--- config.mk ---
export PLATFORM = sky130hd
export DESIGN_NAME = ifm_feeder
export DESIGN_NICKNAME = d
export VERILOG_FILES = /design/src/rtl/ifm_feeder_pkg.sv /design/src/rtl/ifm_skid_stage.sv /design/src/rtl/ifm_feeder.sv
export SDC_FILE = /design/constraint.sdc
export NUM_CORES = 1
export LEC_CHECK = 0
export ABC_AREA = 1
export CAP_MARGIN = 20
export CELL_PAD_IN_SITES_DETAIL_PLACEMENT = 1
export CELL_PAD_IN_SITES_GLOBAL_PLACEMENT = 2
export CORE_MARGIN = 2
export CORE_UTILIZATION = 30
export DETAILED_ROUTE_END_ITERATION = 16
export PLACE_DENSITY_LB_ADDON = 0.1
export SKIP_LAST_GASP = 1
export SYNTH_ARGS = -nofsm -noshare
export SYNTH_HDL_FRONTEND = slang
export SYNTH_SLANG_ARGS = --single-unit
--- constraint.sdc ---
create_clock -name clk -period 3.7 [get_ports clk]
set_input_delay 0.37 -clock clk [delete_from_list [all_inputs] [get_ports clk]]
set_output_delay 0.37 -clock clk [all_outputs]
set_load 0.005 [all_outputs]
--- src/rtl/ifm_feeder_pkg.sv ---
// ifm_feeder_pkg: shared state encoding, pixel type and default widths for the IFM path.
package ifm_feeder_pkg;

  localparam int DEF_ADDR_W = 12;
  localparam int DEF_DIM_W  = 6;

  typedef logic signed [7:0] pixel_t;

  typedef enum logic [1:0] {
    ST_IDLE  = 2'd0,
    ST_FETCH = 2'd1,
    ST_DRAIN = 2'd2,
    ST_DONE  = 2'd3
  } state_e;

endpackage

--- src/rtl/ifm_skid_stage.sv ---
// ifm_skid_stage: one-entry skid register plus the registered byte-stream outputs.
// A byte returning from the SRAM while downstream is stalled parks in the skid entry
// and is replayed on the first unstalled cycle, ahead of any newer read data.
module ifm_skid_stage
  import ifm_feeder_pkg::*;
(
  input  logic   clk,
  input  logic   rst_n,
  input  logic   stall,
  input  logic   rd_valid,
  input  pixel_t rd_data,
  input  logic   rd_row_start,
  output logic   skid_valid,
  output pixel_t ifm_input,
  output logic   ifm_read,
  output logic   ifm_row_start
);

  logic   skid_valid_q, skid_valid_d;
  pixel_t skid_data_q, skid_data_d;
  logic   skid_row_q, skid_row_d;
  logic   read_q, read_d;
  pixel_t input_q, input_d;
  logic   row_start_q, row_start_d;

  // Next-value logic: park returning data on stall, otherwise emit skid first, then fresh data.
  always_comb begin
    skid_valid_d = skid_valid_q;
    skid_data_d  = skid_data_q;
    skid_row_d   = skid_row_q;
    read_d       = 1'b0;
    input_d      = input_q;
    row_start_d  = 1'b0;
    if (stall) begin
      if (rd_valid) begin
        skid_valid_d = 1'b1;
        skid_data_d  = rd_data;
        skid_row_d   = rd_row_start;
      end
    end else begin
      read_d       = skid_valid_q | rd_valid;
      input_d      = skid_valid_q ? skid_data_q : rd_data;
      row_start_d  = skid_valid_q ? skid_row_q : (rd_valid & rd_row_start);
      skid_valid_d = 1'b0;
    end
  end

  // Skid entry and output registers, all cleared by reset.
  always_ff @(posedge clk) begin
    if (!rst_n) begin
      skid_valid_q <= 1'b0;
      skid_data_q  <= '0;
      skid_row_q   <= 1'b0;
      read_q       <= 1'b0;
      input_q      <= '0;
      row_start_q  <= 1'b0;
    end else begin
      skid_valid_q <= skid_valid_d;
      skid_data_q  <= skid_data_d;
      skid_row_q   <= skid_row_d;
      read_q       <= read_d;
      input_q      <= input_d;
      row_start_q  <= row_start_d;
    end
  end

  assign skid_valid    = skid_valid_q;
  assign ifm_read      = read_q;
  assign ifm_input     = input_q;
  assign ifm_row_start = row_start_q;

endmodule

--- src/rtl/ifm_feeder.sv ---
// ifm_feeder: walks one image out of the IFM SRAM in row-major order and feeds the
// bytes to the IFM shift buffer, honouring a downstream stall without loss.
module ifm_feeder
  import ifm_feeder_pkg::*;
#(
  parameter int ADDR_W = DEF_ADDR_W,
  parameter int DIM_W  = DEF_DIM_W
) (
  input  logic              clk,
  input  logic              rst_n,
  input  logic              start,
  input  logic [ADDR_W-1:0] cfg_base,
  input  logic [DIM_W-1:0]  cfg_width,
  input  logic [DIM_W-1:0]  cfg_height,
  input  logic              stall,
  output logic              sram_en,
  output logic [ADDR_W-1:0] sram_addr,
  input  pixel_t            sram_rdata,
  output pixel_t            ifm_input,
  output logic              ifm_read,
  output logic              ifm_row_start,
  output logic              busy,
  output logic              done
);

  state_e            state_q, state_d;
  logic [ADDR_W-1:0] addr_q, addr_d;
  logic [DIM_W-1:0]  col_q, col_d;
  logic [DIM_W-1:0]  row_q, row_d;
  logic [DIM_W-1:0]  width_q, width_d;
  logic [DIM_W-1:0]  height_q, height_d;
  logic              rd_valid_q, rd_valid_d;
  logic              rd_row_start_q, rd_row_start_d;
  logic              skid_valid;
  logic              last_col;
  logic              last_row;

  assign last_col = (col_q == width_q - DIM_W'(1));
  assign last_row = (row_q == height_q - DIM_W'(1));

  // State register.
  always_ff @(posedge clk) begin
    if (!rst_n) begin
      state_q <= ST_IDLE;
    end else begin
      state_q <= state_d;
    end
  end

  // Next-state logic; a start seen outside IDLE is simply not looked at.
  always_comb begin
    state_d = state_q;
    case (state_q)
      ST_IDLE: begin
        if (start) begin
          state_d = (cfg_width != '0 && cfg_height != '0) ? ST_FETCH : ST_DONE;
        end
      end
      ST_FETCH: begin
        if (sram_en && last_col && last_row) state_d = ST_DRAIN;
      end
      ST_DRAIN: begin
        if (!rd_valid_q && !skid_valid) state_d = ST_DONE;
      end
      ST_DONE: state_d = ST_IDLE;
      default: state_d = ST_IDLE;
    endcase
  end

  // FSM outputs: reads issue only on unstalled FETCH cycles.
  always_comb begin
    sram_en = (state_q == ST_FETCH) && !stall;
    busy    = (state_q == ST_FETCH) || (state_q == ST_DRAIN);
    done    = (state_q == ST_DONE);
  end

  // Address walk: a running address plus column/row counters replaces base+row*width+col.
  always_comb begin
    addr_d         = addr_q;
    col_d          = col_q;
    row_d          = row_q;
    width_d        = width_q;
    height_d       = height_q;
    rd_valid_d     = sram_en;
    rd_row_start_d = sram_en && (col_q == '0);
    if (state_q == ST_IDLE && start) begin
      addr_d   = cfg_base;
      col_d    = '0;
      row_d    = '0;
      width_d  = cfg_width;
      height_d = cfg_height;
    end else if (sram_en) begin
      addr_d = addr_q + ADDR_W'(1);
      if (last_col) begin
        col_d = '0;
        row_d = row_q + DIM_W'(1);
      end else begin
        col_d = col_q + DIM_W'(1);
      end
    end
  end

  // Address counters, latched config and the in-flight read flags.
  always_ff @(posedge clk) begin
    if (!rst_n) begin
      addr_q         <= '0;
      col_q          <= '0;
      row_q          <= '0;
      width_q        <= '0;
      height_q       <= '0;
      rd_valid_q     <= 1'b0;
      rd_row_start_q <= 1'b0;
    end else begin
      addr_q         <= addr_d;
      col_q          <= col_d;
      row_q          <= row_d;
      width_q        <= width_d;
      height_q       <= height_d;
      rd_valid_q     <= rd_valid_d;
      rd_row_start_q <= rd_row_start_d;
    end
  end

  assign sram_addr = addr_q;

  ifm_skid_stage u_skid (
    .clk          (clk),
    .rst_n        (rst_n),
    .stall        (stall),
    .rd_valid     (rd_valid_q),
    .rd_data      (sram_rdata),
    .rd_row_start (rd_row_start_q),
    .skid_valid   (skid_valid),
    .ifm_input    (ifm_input),
    .ifm_read     (ifm_read),
    .ifm_row_start(ifm_row_start)
  );

endmodule

==> metrics.csv, run 1 <==
metric,value,unit
wl_per_cell,14.0,um
reg2reg_to,col_q[1],
drive_gt1_share,7.20,%
dieArea,11200,sq um
netlist_instances,450,
power_leakage,1.60,nW
grt_pass1_wl,15600,um
avgSynthCellArea,6.88,sq um
fp.dieW,106,um
clock_path_buffers,2,
synth_xor_area_share,2.83,%
core-area,10200,sq um
worst_slew_pin_slew,0.612,ns
synthTopCellsByArea,"dfxtp_1, nand2_1, nor2_1",
vias,3100,
syn_nets,497,
h-tree-depth,3,
routed_via_density,4.77,
p_per_area,575,nW/um^2
clk_transition_reported_paths,0.07,ns
cts_tree,yes,
root_buffer,clkbuf_8,
grt_start_max_net_pins,38,
cts_sinks,60,
io_buffers,60,
yosysWarnings,0,
period_share,72.2,%
holdBufCountCts,0,
critPathLaunch,stall,
critPathMaxFanout,11,
required,3.33,ns
num_rows,37,
wirelength,9120,um
ios,61,
maxCapViolCount,0,
die_h,106,um
synth_edf_count,0,
netlist_area,3100,sq um
synth_compound_area_share,16.6,%
async_flop_share,0,%
yosys.area_share.simple,29.4,%
dr.pass1.iters,6,
routabilityCongestion,0.737,
r2r_cells,7,
yosysMostFrequentCell,nand2_1,
critPathKind,in2out,
dp_hpwl,6470,um
initial_core_util,30.4,%
ant_nets,0,
hold_path.class,reg2reg,
rrSetupSlack,1.36,ns
drtIter0Drc,63,
syn2layout_area_growth,30.1,%
ys_seq_area_share,38.8,%
fin_setup_tns,0,ns
clock_skew,0.00904,ns
min_from,u_skid.skid_data_q[7],
drc,0,
irDropWorstVdd,0.000181,V
setup_viol,0,
drv_slew,0,
clock_latency,0.35,ns
crit_path_start_kind,input port,
grtUsageTotal,17.5,%
synthAdderAreaFrac,4.44,%
synthTopCellsByCount,"nand2_1, nor2_1, dfxtp_1",
grt_overflow,0,
post_cts_buffers,0,
holdPathEnd,u_skid.skid_data_q[7],
hold_viol,0,
synth_cell_types,33,
numCtsBuffers,9,
reg2reg_from,state_q[0],
antenna_found_initial,0,
max_slew_margin,59.0,%
nets,556,
synthMuxAreaShare,0,%
yosysTopAreaCell,dfxtp_1,
cts_resized,0,
synth_top_area_share,38.8,%
status,"complete, no violations",
end_kind,output port,
num_antenna_cells,0,
fmax,0.374,GHz
ys_ff_latch,60,
grt_pass1_vias,3225,
worstHoldPathCells,2,
rsz0062_at_grt,false,
synth_top_family_by_area,simple AND/OR/NAND/NOR gates,
arrival,2.30,ns
synth_flop_cell,dfxtp_1,
p_total,2.32,mW
fin_crit,2.67,ns
fillers,1317,
report_power, final:
group          switching (mW)  total (mW)  internal [mW]
clock                   0.279       0.625          0.346
sequential              0.101       0.850          0.750
combinational           0.483       0.844          0.361
total                   0.863        2.32           1.46
final cells by class:
class | count | area, sq um | share of cell area, %
clock buffers | 12 | 155 | 3.85
flip-flops and latches | 60 | 1200 | 29.8
repair buffers | 62 | 616 | 15.3
inverters | 51 | 193 | 4.78
clock inverters | 4 | 47.5 | 1.18
multi-input cells | 325 | 1650 | 40.9
well taps | 136 | 170 | 4.22
worst max-delay path, stage by stage:
cell and delay [ns]:
clkdlybuf4s50_1 0.66, inv_1 0.17, nand2_1 0.25, inv_2 0.29
clkdlybuf4s50_1 0.55
logic make-up after synthesis:
logic type      count (synthesis)
xor+xnor                       10
simple gates                  211
compound gates                 93
flops                          60
buf+inv                        65
fa+ha+maj                      11
metal layers:
| metal | global-route usage, % | wire length [um] | up-vias |
|---|---|---|---|
| met5 | 0 | 0 | - |
| met4 | 5.36 | 123 | 0 |
| met3 | 4.08 | 302 | 9 |
| met2 | 30.8 | 4420 | 51 |
| met1 | 21.2 | 4270 | 1452 |
| li1 | - | - | 1588 |
cells in the final DEF (no fill, tap or decap), drive strengths merged, types with 2 or more instances in the layout:
master	n
nand2	89
nor2	75
dfxtp	60
clkdlybuf4s50	60
o21ai	50
inv	47
nand3	30
a21oi	28
clkbuf	12
ha	11
xor2	7
nor3	6
nand4	6
clkinv	6
a31oi	4
xnor2	3
nor4	3
a311oi	3
o21bai	3
o211ai	2
a211oi	2
buf	2
state kept, by name, summed over array words and instances, names as in the netlist, 2 cells and up:
register            flops
height_q                6
u_skid.skid_data_q      8
col_q                   6
sram_addr              12
u_skid.ifm_input        8
width_q                 6
state_q                 2
row_q                   6
worst max-delay path by stage:
stage          depth (start not counted)          to  slack [ns]
3_5_place_dp                           5     sram_en        1.05
2_1_floorplan                         12  state_q[1]        1.95
3_3_place_gp                           5     sram_en        1.06
6_report                               5     sram_en        1.03
4_1_cts                                5     sram_en        1.03
5_1_grt                                5     sram_en        0.90
stage by stage:
step	instance area (sq um)	utilization (%)	worst slack, ns	hold slack [ns]	cells
3_3_place_gp	3830	37.6	1.06	0.438	634
6_report	4030	39.6	1.03	0.452	650
2_1_floorplan	3100	-	1.95	0.424	450
5_1_grt	4030	39.6	0.904	0.489	650
4_1_cts	4030	39.6	1.03	0.456	650
3_5_place_dp	3830	37.6	1.05	0.444	634
(Power assumes the default switching activity.)
==> run 2: changes to the inputs <==
--- a/config.mk
+++ b/config.mk
@@ -10,7 +10,7 @@
 export CELL_PAD_IN_SITES_DETAIL_PLACEMENT = 1
 export CELL_PAD_IN_SITES_GLOBAL_PLACEMENT = 2
 export CORE_MARGIN = 2
-export CORE_UTILIZATION = 30
+export CORE_UTILIZATION = 28
 export DETAILED_ROUTE_END_ITERATION = 16
 export PLACE_DENSITY_LB_ADDON = 0.1
 export SKIP_LAST_GASP = 1
==> constraint.sdc (replaced) <==
create_clock -name clk -period 2.5 [get_ports clk]
set_input_delay 0.25 -clock clk [delete_from_list [all_inputs] [get_ports clk]]
set_output_delay 0.25 -clock clk [all_outputs]
set_load 0.005 [all_outputs]
==> metrics.csv, run 2 (synthesized netlist as in run 1, its figures left out) <==
metric,value,unit,change
fillers,1392,,+5.7%
clock_path_buffers,2,,unchanged
largest_reg_flops,12,,unchanged
dr.pass1.iters,4,,-2
vias,3137,,+1.2%
layoutNonFillerInstCount,658,,+1.2%
placed_area,3860,sq um,+0.92%
numCtsBuffers,9,,unchanged
cpPeakStageDelay,0.43,ns,-0.23 ns
irDropWorstVdd,0.000327,V,+81%
r2r_cells,7,,unchanged
dieArea,11900,sq um,+6.9%
rsz0062_at_grt,false,,
nets,560,,+0.72%
p_switching,1.30,mW,+51%
holdPathEnd,u_skid.skid_data_q[7],,
grtUsageTotal,17.0,%,-0.53 points
wirelength,9350,um,+2.5%
dp.cells,642,,+1.3%
drv_slew,0,,unchanged
arrival,2.39,ns,+0.09 ns
root_buffer,clkbuf_8,,
drc,0,,unchanged
clkPwrFrac,25.8,%,-1.1 points
hold_viol,0,,unchanged
cp.depth,7,,+2
max_slew_margin,59.2,%,+0.15 points
wl_per_cell,14.2,um,+1.2%
postLayoutCoreUtil,37.4,%,-2.2 points
cts_sinks,60,,unchanged
critPathMaxFanout,11,,unchanged
routabilityCongestion,0.756,,+2.6%
status,"complete, no violations",,
p_per_area,841,nW/um^2,+46%
h-tree-depth,3,,unchanged
grt_overflow,0,,unchanged
comb_power_share,37.3,%,+0.9 points
ant_nets,0,,unchanged
required,2.77,ns,-0.56 ns
num_antenna_cells,0,,unchanged
die_h,109,um,+3.4%
clk_transition_reported_paths,0.07,ns,about the same
cts_resized,0,,unchanged
num_rows,38,,+2.7%
holdBufCountCts,0,,unchanged
fin_area,4060,sq um,+0.59%
drtIter0Drc,112,,+78%
crit_chain,"inv_1, ha_1, nand2_1, clkinv_1, nor2_1, nand2_1, nor3b_1",,
min_from,u_skid.skid_data_q[7],,
multi_input_area,1650,sq um,unchanged
routed_via_density,4.77,,about the same
critPathKind,reg2reg,,
critical-path-top-delay-family,simple AND/OR/NAND/NOR gates,,
crit_path_start_kind,register,,
antenna_found_initial,0,,unchanged
cp_num_buf_inv,2,,-2
power_frac_seq,36.9,%,+0.2 points
reg2reg_from,state_q[0],,
post_cts_buffers,0,,unchanged
end_kind,register,,
rrSetupSlack,0.37,ns,-0.99 ns
fin_crit,2.13,ns,
worst_slew_pin_slew,0.610,ns,-0.00225 ns
cts_tree,yes,,
pre_cts_slack,0.339,ns,-0.711 ns
io_buffers,60,,unchanged
fp.dieW,109,um,+3.4%
crit_top_cell,nand2_1,,
grt_pass1_wl,15800,um,+1.6%
reg2reg_to,col_q[2],,
whs,0.462,ns,+0.00911 ns
crit_slowest_cell,nor2_1,,
setup_viol,0,,unchanged
worstHoldPathCells,2,,unchanged
clock_latency,0.35,ns,about the same
period_share,85.1,%,
ios,61,,unchanged
hold_path.class,reg2reg,,
dp_hpwl,6790,um,+4.9%
fmax,0.470,GHz,
drive_gt1_share,8.11,%,+0.91 points
syn2layout_area_growth,30.9,%,
fin_setup_tns,0,ns,unchanged
clock_skew,0.00783,ns,-0.00121 ns
p_total,3.41,mW,+47%
grt_pass1_vias,3351,,+3.9%
initial_core_util,28.6,%,-1.8 points
power_leakage,1.61,nW,+0.48%
p_sw_share,38.2,%,+0.96 points
mostFrequentLayoutCells,"nand2_1, nor2_1, dfxtp_1, clkdlybuf4s50_1, o21ai_0",,
seq_area,1200,sq um,unchanged
core-area,10800,sq um,+6.4%
grt_start_max_net_pins,38,,unchanged
p_int,2.11,mW,+45%
layout_commonest_cell,nand2_1,,
maxCapViolCount,0,,unchanged
finalWorstSetupSlack,0.373,ns,-0.656 ns
==> run 2: cell types whose count changed in the layout (fill, tap and decap cells not counted) <==
cell | before | now
clkinvlp_4 | 1 | 3
clkbuf_8 | 11 | 9
buf_4 | 2 | 6
clkinv_2 | 3 | 4
clkbuf_1 | 1 | 0
==> run 2: routing by layer <==
metal | global-route usage (%) | part of all wire [%] | vias up
met2 | 29.4 | 49 | 54
met3 | 4.72 | 4.1 | 8
li1 | - | - | 1594
met4 | 4.88 | 1.2 | 0
met5 | 0 | 0 | -
met1 | 20.6 | 46 | 1481
==> run 2: cell type report <==
class | instances | share of cell area [%]
timing repair buffer | 66 | 15.9
clock inverter | 7 | 1.67
sequential | 60 | 29.6
tap | 140 | 4.32
inverter | 51 | 4.75
multi-input combinational | 325 | 40.7
clock buffer | 9 | 3.05
==> run 2: worst min-delay path: cells and delay by family, from the launching register on <==
| family | cells | cell delay [ns] |
|---|---|---|
| AOI/OAI and AO/OA | 1 | 0.05 |
| buffers and inverters | 1 | 0.05 |
| DFF | 1 | 0.32 |
==> run 2: worst max-delay path by stage <==
stage / startpoint / end / slack (ns)
finish: state_q[0] / col_q[2] / 0.37
global route: state_q[0] / col_q[2] / 0.15
global placement: start / col_q[2] / 0.44
floorplan: width_q[0] / state_q[1] / 0.75
detailed placement: state_q[0] / col_q[2] / 0.34
CTS: state_q[0] / col_q[2] / 0.33
==> run 2: power by group through the flow <==
| stage | registers (mW) | logic, mW | clock network, mW |
|---|---|---|---|
| after floorplan | 1.25 | 0.821 | 0 |
| after global placement | 1.28 | 1.27 | 0 |
| after detailed placement | 1.28 | 1.29 | 0 |
| after CTS | 1.26 | 1.30 | 0.920 |
| after global routing | 1.29 | 1.45 | 0.957 |
| final | 1.26 | 1.27 | 0.880 |
==> run 3: changes to the inputs <==
--- a/config.mk
+++ b/config.mk
@@ -11,6 +11,7 @@
 export CELL_PAD_IN_SITES_GLOBAL_PLACEMENT = 2
 export CORE_MARGIN = 2
 export CORE_UTILIZATION = 28
+export CTS_CLUSTER_DIAMETER = 80
 export DETAILED_ROUTE_END_ITERATION = 16
 export PLACE_DENSITY_LB_ADDON = 0.1
 export SKIP_LAST_GASP = 1
==> results of run 3 <==
Same layout as run 2: the final DEF is identical, and so are final timing and power.
